<file path="src/rtl/uart_tx_arbiter_if.sv">
// rtl/uart_tx_arbiter_if.sv - requester streams and TX FIFO write port shared by the UART TX arbiter
interface uart_tx_arbiter_if #(
  parameter int NUM_REQ = 3
);
  logic [NUM_REQ-1:0]   req_valid;
  logic [8*NUM_REQ-1:0] req_data;
  logic [NUM_REQ-1:0]   req_last;
  logic [NUM_REQ-1:0]   req_ready;
  logic [7:0]           tx_wdata;
  logic                 tx_wten;
  logic                 tx_fifo_full;

  modport master (
    output req_valid, req_data, req_last, tx_fifo_full,
    input  req_ready, tx_wdata, tx_wten
  );

  modport slave (
    input  req_valid, req_data, req_last, tx_fifo_full,
    output req_ready, tx_wdata, tx_wten
  );
endinterface

</file>
<file path="src/rtl/uart_tx_arbiter.sv">
// rtl/uart_tx_arbiter.sv - round-robin, message-granular arbiter onto the UART TX FIFO write port
// Optional UART_TX_CRLF_EN: expand an owner's 0x0A into 0x0D 0x0A.
module uart_tx_arbiter #(
  parameter int NUM_REQ = 3,
  parameter int TIMEOUT = 255
) (
  input  logic              i_clk,
  input  logic              i_rst,
  uart_tx_arbiter_if.slave  bus,
  output logic [1:0]        o_grant_id,
  output logic              o_busy,
  output logic              o_timeout_err
);

  localparam logic [1:0]  ST_IDLE   = 2'd0;
  localparam logic [1:0]  ST_OWN    = 2'd1;
`ifdef UART_TX_CRLF_EN
  localparam logic [1:0]  ST_CRLF   = 2'd2;
`endif
  localparam logic [15:0] TIMEOUT_V = 16'(TIMEOUT);
  localparam logic [1:0]  LAST_INIT = 2'(NUM_REQ - 1);

  logic [1:0]  r_state;
  logic [1:0]  r_grant;
  logic [1:0]  r_last_owner;
  logic        r_busy;
  logic [15:0] r_timer;

  logic        w_owner_valid;
  logic        w_owner_last;
  logic [7:0]  w_owner_data;
  logic        w_pick_found;
  logic [1:0]  w_pick;
  logic        w_timeout;
  logic        w_ready_g;
  logic        w_xfer;
  logic        w_cr;

  always_comb begin
    w_owner_valid = 1'b0;
    w_owner_last  = 1'b0;
    w_owner_data  = 8'h00;
    for (int i = 0; i < NUM_REQ; i++) begin
      if (r_grant == 2'(i)) begin
        w_owner_valid = bus.req_valid[i];
        w_owner_last  = bus.req_last[i];
        w_owner_data  = bus.req_data[8*i +: 8];
      end
    end
  end

  // Scan starts one past the previous owner so every waiting port is reached within NUM_REQ grants.
  always_comb begin
    int idx;
    idx          = 0;
    w_pick_found = 1'b0;
    w_pick       = r_last_owner;
    for (int k = 1; k <= NUM_REQ; k++) begin
      idx = (int'(r_last_owner) + k) % NUM_REQ;
      for (int i = 0; i < NUM_REQ; i++) begin
        if (!w_pick_found && idx == i && bus.req_valid[i]) begin
          w_pick_found = 1'b1;
          w_pick       = 2'(i);
        end
      end
    end
  end

  assign w_timeout = (r_state != ST_IDLE) && (r_timer == TIMEOUT_V);

  always_comb begin
    w_ready_g     = 1'b0;
    w_xfer        = 1'b0;
    w_cr          = 1'b0;
    o_timeout_err = 1'b0;
    bus.tx_wten   = 1'b0;
    bus.tx_wdata  = 8'h00;
    bus.req_ready = '0;
    if (!i_rst) begin
      case (r_state)
        ST_OWN: begin
          if (w_timeout) begin
            o_timeout_err = 1'b1;
          end else begin
`ifdef UART_TX_CRLF_EN
            if (w_owner_valid && w_owner_data == 8'h0A) begin
              w_cr = ~bus.tx_fifo_full;
            end else begin
              w_ready_g = ~bus.tx_fifo_full;
            end
`else
            w_ready_g = ~bus.tx_fifo_full;
`endif
          end
        end
`ifdef UART_TX_CRLF_EN
        ST_CRLF: begin
          if (w_timeout) begin
            o_timeout_err = 1'b1;
          end else begin
            w_ready_g = ~bus.tx_fifo_full;
          end
        end
`endif
        default: ;
      endcase
      w_xfer      = w_ready_g & w_owner_valid;
      bus.tx_wten = w_xfer | w_cr;
      if (w_cr) begin
        bus.tx_wdata = 8'h0D;
      end else if (w_xfer) begin
        bus.tx_wdata = w_owner_data;
      end
      for (int i = 0; i < NUM_REQ; i++) begin
        bus.req_ready[i] = w_ready_g && (r_grant == 2'(i));
      end
    end
  end

  always_ff @(posedge i_clk) begin
    if (i_rst) begin
      r_state      <= ST_IDLE;
      r_grant      <= 2'd0;
      r_last_owner <= LAST_INIT;
      r_busy       <= 1'b0;
      r_timer      <= 16'd0;
    end else begin
      case (r_state)
        ST_IDLE: begin
          if (w_pick_found) begin
            r_grant <= w_pick;
            r_busy  <= 1'b1;
            r_timer <= 16'd0;
            r_state <= ST_OWN;
          end
        end
        default: begin
          if (w_timeout) begin
            r_state      <= ST_IDLE;
            r_last_owner <= r_grant;
            r_busy       <= 1'b0;
            r_timer      <= 16'd0;
          end else if (w_xfer || w_cr) begin
            r_timer <= 16'd0;
`ifdef UART_TX_CRLF_EN
            if (w_cr) begin
              r_state <= ST_CRLF;
            end else
`endif
            if (w_owner_last) begin
              r_state      <= ST_IDLE;
              r_last_owner <= r_grant;
              r_busy       <= 1'b0;
            end else begin
              r_state <= ST_OWN;
            end
          end else if (!w_owner_valid && !bus.tx_fifo_full) begin
            // Only an idle owner with room in the FIFO counts as a stall.
            r_timer <= r_timer + 16'd1;
          end
        end
      endcase
    end
  end

  assign o_grant_id = r_grant;
  assign o_busy     = r_busy;

endmodule

</file>
<file path="src/flat_wrapper.sv">
// flat-port wrapper written by rule: the top's interface ports become plain ports
module uart_tx_arbiter_flat 
#(
  parameter int NUM_REQ = 3,
  parameter int TIMEOUT = 255
)
  (i_clk, i_rst, o_grant_id, o_busy, o_timeout_err, bus_req_valid, bus_req_data, bus_req_last, bus_tx_fifo_full, bus_req_ready, bus_tx_wdata, bus_tx_wten);
  uart_tx_arbiter_if #(.NUM_REQ(NUM_REQ)) bus_i ();
  input  logic i_clk;
  input  logic i_rst;
  output logic [1:0] o_grant_id;
  output logic o_busy;
  output logic o_timeout_err;
  input wire logic [$bits(bus_i.req_valid)-1:0] bus_req_valid;
  input wire logic [$bits(bus_i.req_data)-1:0] bus_req_data;
  input wire logic [$bits(bus_i.req_last)-1:0] bus_req_last;
  input wire logic [$bits(bus_i.tx_fifo_full)-1:0] bus_tx_fifo_full;
  output wire logic [$bits(bus_i.req_ready)-1:0] bus_req_ready;
  output wire logic [$bits(bus_i.tx_wdata)-1:0] bus_tx_wdata;
  output wire logic [$bits(bus_i.tx_wten)-1:0] bus_tx_wten;
  assign bus_i.req_valid = bus_req_valid;
  assign bus_i.req_data = bus_req_data;
  assign bus_i.req_last = bus_req_last;
  assign bus_i.tx_fifo_full = bus_tx_fifo_full;
  assign bus_req_ready = bus_i.req_ready;
  assign bus_tx_wdata = bus_i.tx_wdata;
  assign bus_tx_wten = bus_i.tx_wten;
  uart_tx_arbiter #(.NUM_REQ(NUM_REQ), .TIMEOUT(TIMEOUT)) u_core (.i_clk(i_clk), .i_rst(i_rst), .bus(bus_i), .o_grant_id(o_grant_id), .o_busy(o_busy), .o_timeout_err(o_timeout_err));
endmodule
</file>
<file path="config.mk">
export PLATFORM = sky130hd
export DESIGN_NAME = uart_tx_arbiter_flat
export DESIGN_NICKNAME = d
export VERILOG_FILES = /design/src/rtl/uart_tx_arbiter_if.sv /design/src/rtl/uart_tx_arbiter.sv /design/src/flat_wrapper.sv
export SDC_FILE = /design/constraint.sdc
export NUM_CORES = 1
export LEC_CHECK = 0
export CORE_AREA = 2 2 64 66
export CTS_CLUSTER_SIZE = 25
export DETAILED_ROUTE_END_ITERATION = 8
export DIE_AREA = 0 0 66 68
export PLACE_DENSITY = 0.82
export SLEW_MARGIN = 5
export SYNTH_ARGS = -nofsm -noshare
export SYNTH_HDL_FRONTEND = slang
export SYNTH_SLANG_ARGS = --single-unit
</file>
<file path="constraint.sdc">
create_clock -name i_clk -period 3.59 [get_ports i_clk]
set_input_delay 0.718 -clock i_clk [delete_from_list [all_inputs] [get_ports i_clk]]
set_output_delay 0.718 -clock i_clk [all_outputs]
set_load 0.02 [all_outputs]
</file>
==> results.toml <==
[outcome]
status = "completed"

[detailed_routing]
avgRoutedWirePerCell_um = 12.79
routedLengthMet1_mm = 1.878
final_antenna_net_count = 0
avgViaCountPerCell = 5.566
highest_layer = "met3"
wl_met2_mm = 1.926
routed_wl_mm = 4.068
drcViolationCount = 0
vias = 1770
drt_iter0_drc = 39
first_pass_iters = 4
wl_met3_um = 263

[sta]
layout_min_cycle_time_ns = 3.441
setup_viol = 0
drv_slew = 0
fmax_mhz = 290.6
max-slew-margin-rel = 0.6521
skew_ns = 0.005279
rsz0062_at_grt = "no"
fin_tns_setup_ns = 0
finalHoldViolCount = 0
worst_pin_slew_ns = 0.5180
min_period_over_period = 0.9585
worst_slack_ns = 0.1491

[power_and_ir_drop]
sw_frac_of_total = 0.2731
p_leak_nw = 0.7803
p_int_uw = 433.5
p_per_area_mw_per_mm2 = 264.9
p_comb_frac = 0.274
peakVddDrop_mv = 0.1261
power_frac_seq = 0.432
clkPwrFrac = 0.293
p_sw_uw = 162.8

[floorplan]
die_area_sq_mm = 0.004488
die_w_um = 66
pin_count = 49
rows = 23
die_h_um = 68
initial_core_util = 0.4341
core_area_sq_mm = 0.003856

[synth]
seq_area_frac_synth = 0.2631
yosysUniqueCellTypes = 47
synthArstFlopShare = 0
synth_edf_count = 0
yosys_warnings = 0
synth_area_leader_cell = "dfxtp_1"
synth_area_sq_mm = 0.001674
yosysTopAreaCellShare = 0.2631
synth_cells = 219
synth_fp_nets = 255
synth_flop_cell = "dfxtp_1"
ys_top_cells_by_area = "dfxtp_1 26%, mux2i_1 8.4%, nor2_1 7.2%"
syn_avg_cell_area_sq_um = 7.644
ys_seq_elements = 22

[global_routing]
grt_first_pass_wirelength_mm = 7.093
grt_antenna_before_repair = 0
grt_use_total = 0.1962
grt_pass1_vias = 1690
grt_max_degree = 17
grt.overflow.total = 0

[cts]
numCtsBuffers = 3
insertion_delay_ns = 0.26
cts_sinks = 22
cts_tree = "done"
cts_buffer_depth = 2
cts_resized = 0
path_clk_slew_ns = 0.08
htree_levels = 1
cts-root-buf = "clkbuf_8"

[min_path]
hold_path_class = "reg2reg"
hold_end = "u_core.r_timer[15]$_SDFFE_PP0P_"
hold_depth = 1
hp-start = "u_core.r_timer[15]$_SDFFE_PP0P_"

[finish]
fin_area_sq_mm = 0.002251
fin_nets = 305
layout_commonest_cell = "clkdlybuf4s50_1"
drive_above_1_share = 0.09328
n_antenna_cell = 0
layout_common_cells = "48 x clkdlybuf4s50_1, 32 x nor2_1, 22 x dfxtp_1, 20 x a21oi_1, 18 x nand2_1"
nFillCells = 356
final-seq-area_sq_um = 440.4
areaGrowthSynthToFinish_pct = 34.45
multiInputGateArea_sq_mm = 0.001107

[worst_setup_path]
critPathMaxFanout = 9
arrival_ns = 2.72
end_kind = "primary output"
timing.rr.start = "u_core.r_timer[0]$_SDFFE_PP0P_"
cp-start-kind = "primary input"
crit_required_ns = 2.87
rrSetupSlack_ns = 1.28
reg2reg_depth = 8
rr_endpoint = "u_core.r_timer[8]$_SDFFE_PP0P_"
worstSetupPathType = "in2out"

[place]
place_area_sq_mm = 0.002181
numPortBuffers = 48
post-place-ws_ns = 0.1560
gp_congestion = 0.8604
dp_hpwl_mm = 3.042

[run]
maxCapViolations = 0
power by group through the flow:
stage	Sequential (mW)	Clock [mW]	Combinational, mW
floorplan	0.262	0	0.0982
global placement	0.263	0	0.162
detailed placement	0.263	0	0.163
CTS	0.258	0.178	0.164
global route	0.259	0.190	0.182
finish	0.258	0.175	0.163
final cells by class:
type                            instances  area share
Inverter                                8     0.01334
Multi-Input combinational cell        176      0.4919
Clock buffer                            4     0.02446
Sequential cell                        22      0.1957
Tap cell                               50     0.02779
Timing Repair Buffer                   58      0.2468
worst max-delay path, stage by stage:
cell             delay (ns)
clkdlybuf4s50_1        0.50
nor4b_1                0.33
a22o_2                 0.20
nand2_1                0.18
nor2_1                 0.17
clkdlybuf4s50_1        0.62
cell families after synthesis:
| group | count (synthesis) | synth area share |
|---|---|---|
| flip-flops | 22 | 0.2631 |
| adder cells (fa/ha/maj) | 3 | 0.02242 |
| AND/OR/NAND/NOR | 94 | 0.2960 |
| AO/OA/AOI/OAI | 64 | 0.2504 |
| multiplexers | 15 | 0.09267 |
| buffers and inverters | 21 | 0.07549 |
per-layer routing:
metal / GRT usage / vias to the layer above
li1: - / 914
met1: 0.2518 / 793
met2: 0.3333 / 63
met3: 0.03947 / 0
met4: 0.06122 / 0
met5: 0 / -
how the worst max path moves through the flow:
stage                              startpoint         endpoint  slack, ns  cells past startpoint
2_1_floorplan  u_core.r_timer[0]$_SDFFE_PP0P_    o_timeout_err       0.92                      4
3_3_place_gp                 bus_tx_fifo_full  bus_tx_wdata[2]       0.23                      6
3_5_place_dp                 bus_tx_fifo_full  bus_tx_wdata[4]       0.16                      6
4_1_cts        u_core.r_timer[0]$_SDFFE_PP0P_  bus_tx_wdata[4]       0.06                      7
5_1_grt                      bus_tx_fifo_full  bus_tx_wdata[1]      0.008                      6
6_report                     bus_tx_fifo_full  bus_tx_wdata[4]       0.15                      6
stage by stage:
step                  util  power [mW]  instances  hold WS (ns)
detailed placement  0.5655      0.4268        312        0.4689
global placement    0.5655      0.4260        312        0.4682
global route        0.5837      0.6303        318        0.5264
floorplan                -      0.3599        219        0.4383
CTS                 0.5798      0.6003        316        0.4804
finish              0.5837      0.5963        318        0.4844
state kept, by name, summed over array words and instances, names as in the netlist:
register / cells
u_core.r_last_owner: 2
u_core.r_timer: 16
u_core.o_busy: 1
u_core.o_grant_id: 2
u_core.r_state: 1
Yosys cell counts (all sizes together) (2+ instances only):
cell type  count
a21oi         20
nor3b          2
nor2b          2
o32ai          2
a41oi          3
clkbuf         8
ha             3
a22o           2
a31oi         10
nand4          5
nor2          32
nand3          5
a31o           2
inv            8
o21a           4
nor4           3
nand3b         2
o21ai         11
dfxtp         22
nor3          14
mux2i         14
or4            3
buf            5
nand2b         4
nand2         18
what timing repair did:
action / 4_1_cts / 5_1_grt
setup buffers: 0 / 2
setup endpoints to repair: 0 / 9
hold buffers: 0 / 0
Note: power is estimated with default switching activity, not from simulation.
==> RTL change: new RTL, config.mk and constraints unchanged <==
One comparison of `r_timer` changes from == to >=.
--- a/src/rtl/uart_tx_arbiter.sv
+++ b/src/rtl/uart_tx_arbiter.sv
@@ -66,7 +66,7 @@
     end
   end
 
-  assign w_timeout = (r_state != ST_IDLE) && (r_timer == TIMEOUT_V);
+  assign w_timeout = (r_state != ST_IDLE) && (r_timer >= TIMEOUT_V);
 
   always_comb begin
     w_ready_g     = 1'b0;
Behaviour: same outputs for any inputs over 4 cycles, from zero or initial values and one cycle with i_rst high; that may be too few to reach the edited logic, so the function may still have changed.
==> RTL change against the unedited design <==
- routed wire length down 3.8%
- total power up 7.7%
- final area down 4.8%
- synthesized cell count down 13%
- worst setup slack better by 25 ps
- sequential cell count unchanged
- non-clock buffer count down 1
- register-to-register slack better by 180 ps
- synthesized area down 10%
- clock power up 31%
- critical endpoint is now bus_tx_wdata[5]
- largest power group unchanged
==> RTL change: results (changes against the unedited design) <==
- Complex-gate fraction of the synthesized area: 25.9% (+0.81 points)
- Logic inverters: 6 (-2)
- Final cell count without fillers: 293 (-7.9%)
- WL met1: 1720 um (-8.6%)
- Gate Count Post-Synth: 191 (-13%)
- Syn Nets: 227 (-11%)
- M3 GR Usage: 4.44% (+0.49 points)
- Status: finished clean
- Mux share of post-synthesis cell area: 6.65% (-2.6 points)
- Fillers: 364 (+2.2%)
- Design area: 2140 um^2 (-4.8%)
- Highest routed metal layer: met4
- Top cells by count, synth: 28 x nor2_1, 22 x dfxtp_1, 15 x a21oi_1
- Bufs w/o clock: 57 (-1.7%)
- Sequential cell count: 22 (unchanged)
- Top cells by area, synth: dfxtp_1 29%, nor2_1 7.0%, mux2i_1 6.7%
- Routed met2 length: 1740 um (-9.7%)
- Hold Crit Depth: 2 (+1)
- Via Count: 1643 (-7.2%)
- Sequential area share after synthesis: 29.3% (+3.0 points)
- Area delta synth->final: 42.4%
- Leak pwr: 0.786 nW (+0.79%)
- Internal Power: 0.000478 W (+10%)
- Signal buf overhead: 25.6% (+0.89 points)
- Iter 0 DRT Violations: 83 (+110%)
- Gr usage total: 17.5% (-2.1 points)
- HPWL Detailed: 2910 um (-4.5%)
- Peak supply drop: 210 uV (+67%)
- Crit. Startpoint: bus_req_valid[1]
- Reg2Reg Setup Slack: 1460 ps (+180 ps)
- Clock Buffer Count: 3 (-1)
- Clock-cell share of area: 3.33% (+0.88 points)
- Routed length on met3: 404 um (+54%)
- Routed WL per cell: 13.4 um (+4.5%)
- Distinct cells, synth: 46 (-2.1%)
- Dpl ws: 51.3 ps (-105 ps)
- Multi-input gate share of total cell area: 46.6% (-2.6 points)
- Fin nets: 280 (-8.2%)
- First-pass GRT wire length: 6180 um (-13%)
- Final Skew: 3.95 ps (-1.33 ps)
- Setup crit end: bus_tx_wdata[5]
- M2 GR Usage: 29.2% (-4.2 points)
[RTL change: through the flow]
stage,hold slack [ps],total power [W]
6_report,484,0.000642
5_1_grt,520,0.000673
4_1_cts,490,0.000646
3_5_place_dp,472,0.000416
3_3_place_gp,458,0.000414
2_1_floorplan,439,0.000345
[RTL change: power by group through the flow]
stage / clock, W / combinational, W / sequential, W
5_1_grt: 0.000247 / 0.000165 / 0.000261
3_5_place_dp: 0 / 0.000151 / 0.000266
6_report: 0.000230 / 0.000152 / 0.000260
4_1_cts: 0.000235 / 0.000152 / 0.000260
3_3_place_gp: 0 / 0.000149 / 0.000265
2_1_floorplan: 0 / 0.0000835 / 0.000262
[RTL change: worst register-to-register path, delay by kind of cell (launching register included)]
kind | cells | cell delay, ps
compound gates | 1 | 410
fa+ha+maj | 1 | 260
buf+inv | 1 | 190
flops | 1 | 440
simple gates | 4 | 710
[RTL change: repair_timing]
action,CTS,global route
setup endpoints to repair,0,8
endpoints found under the hold margin,0,0
buffers inserted,0,1
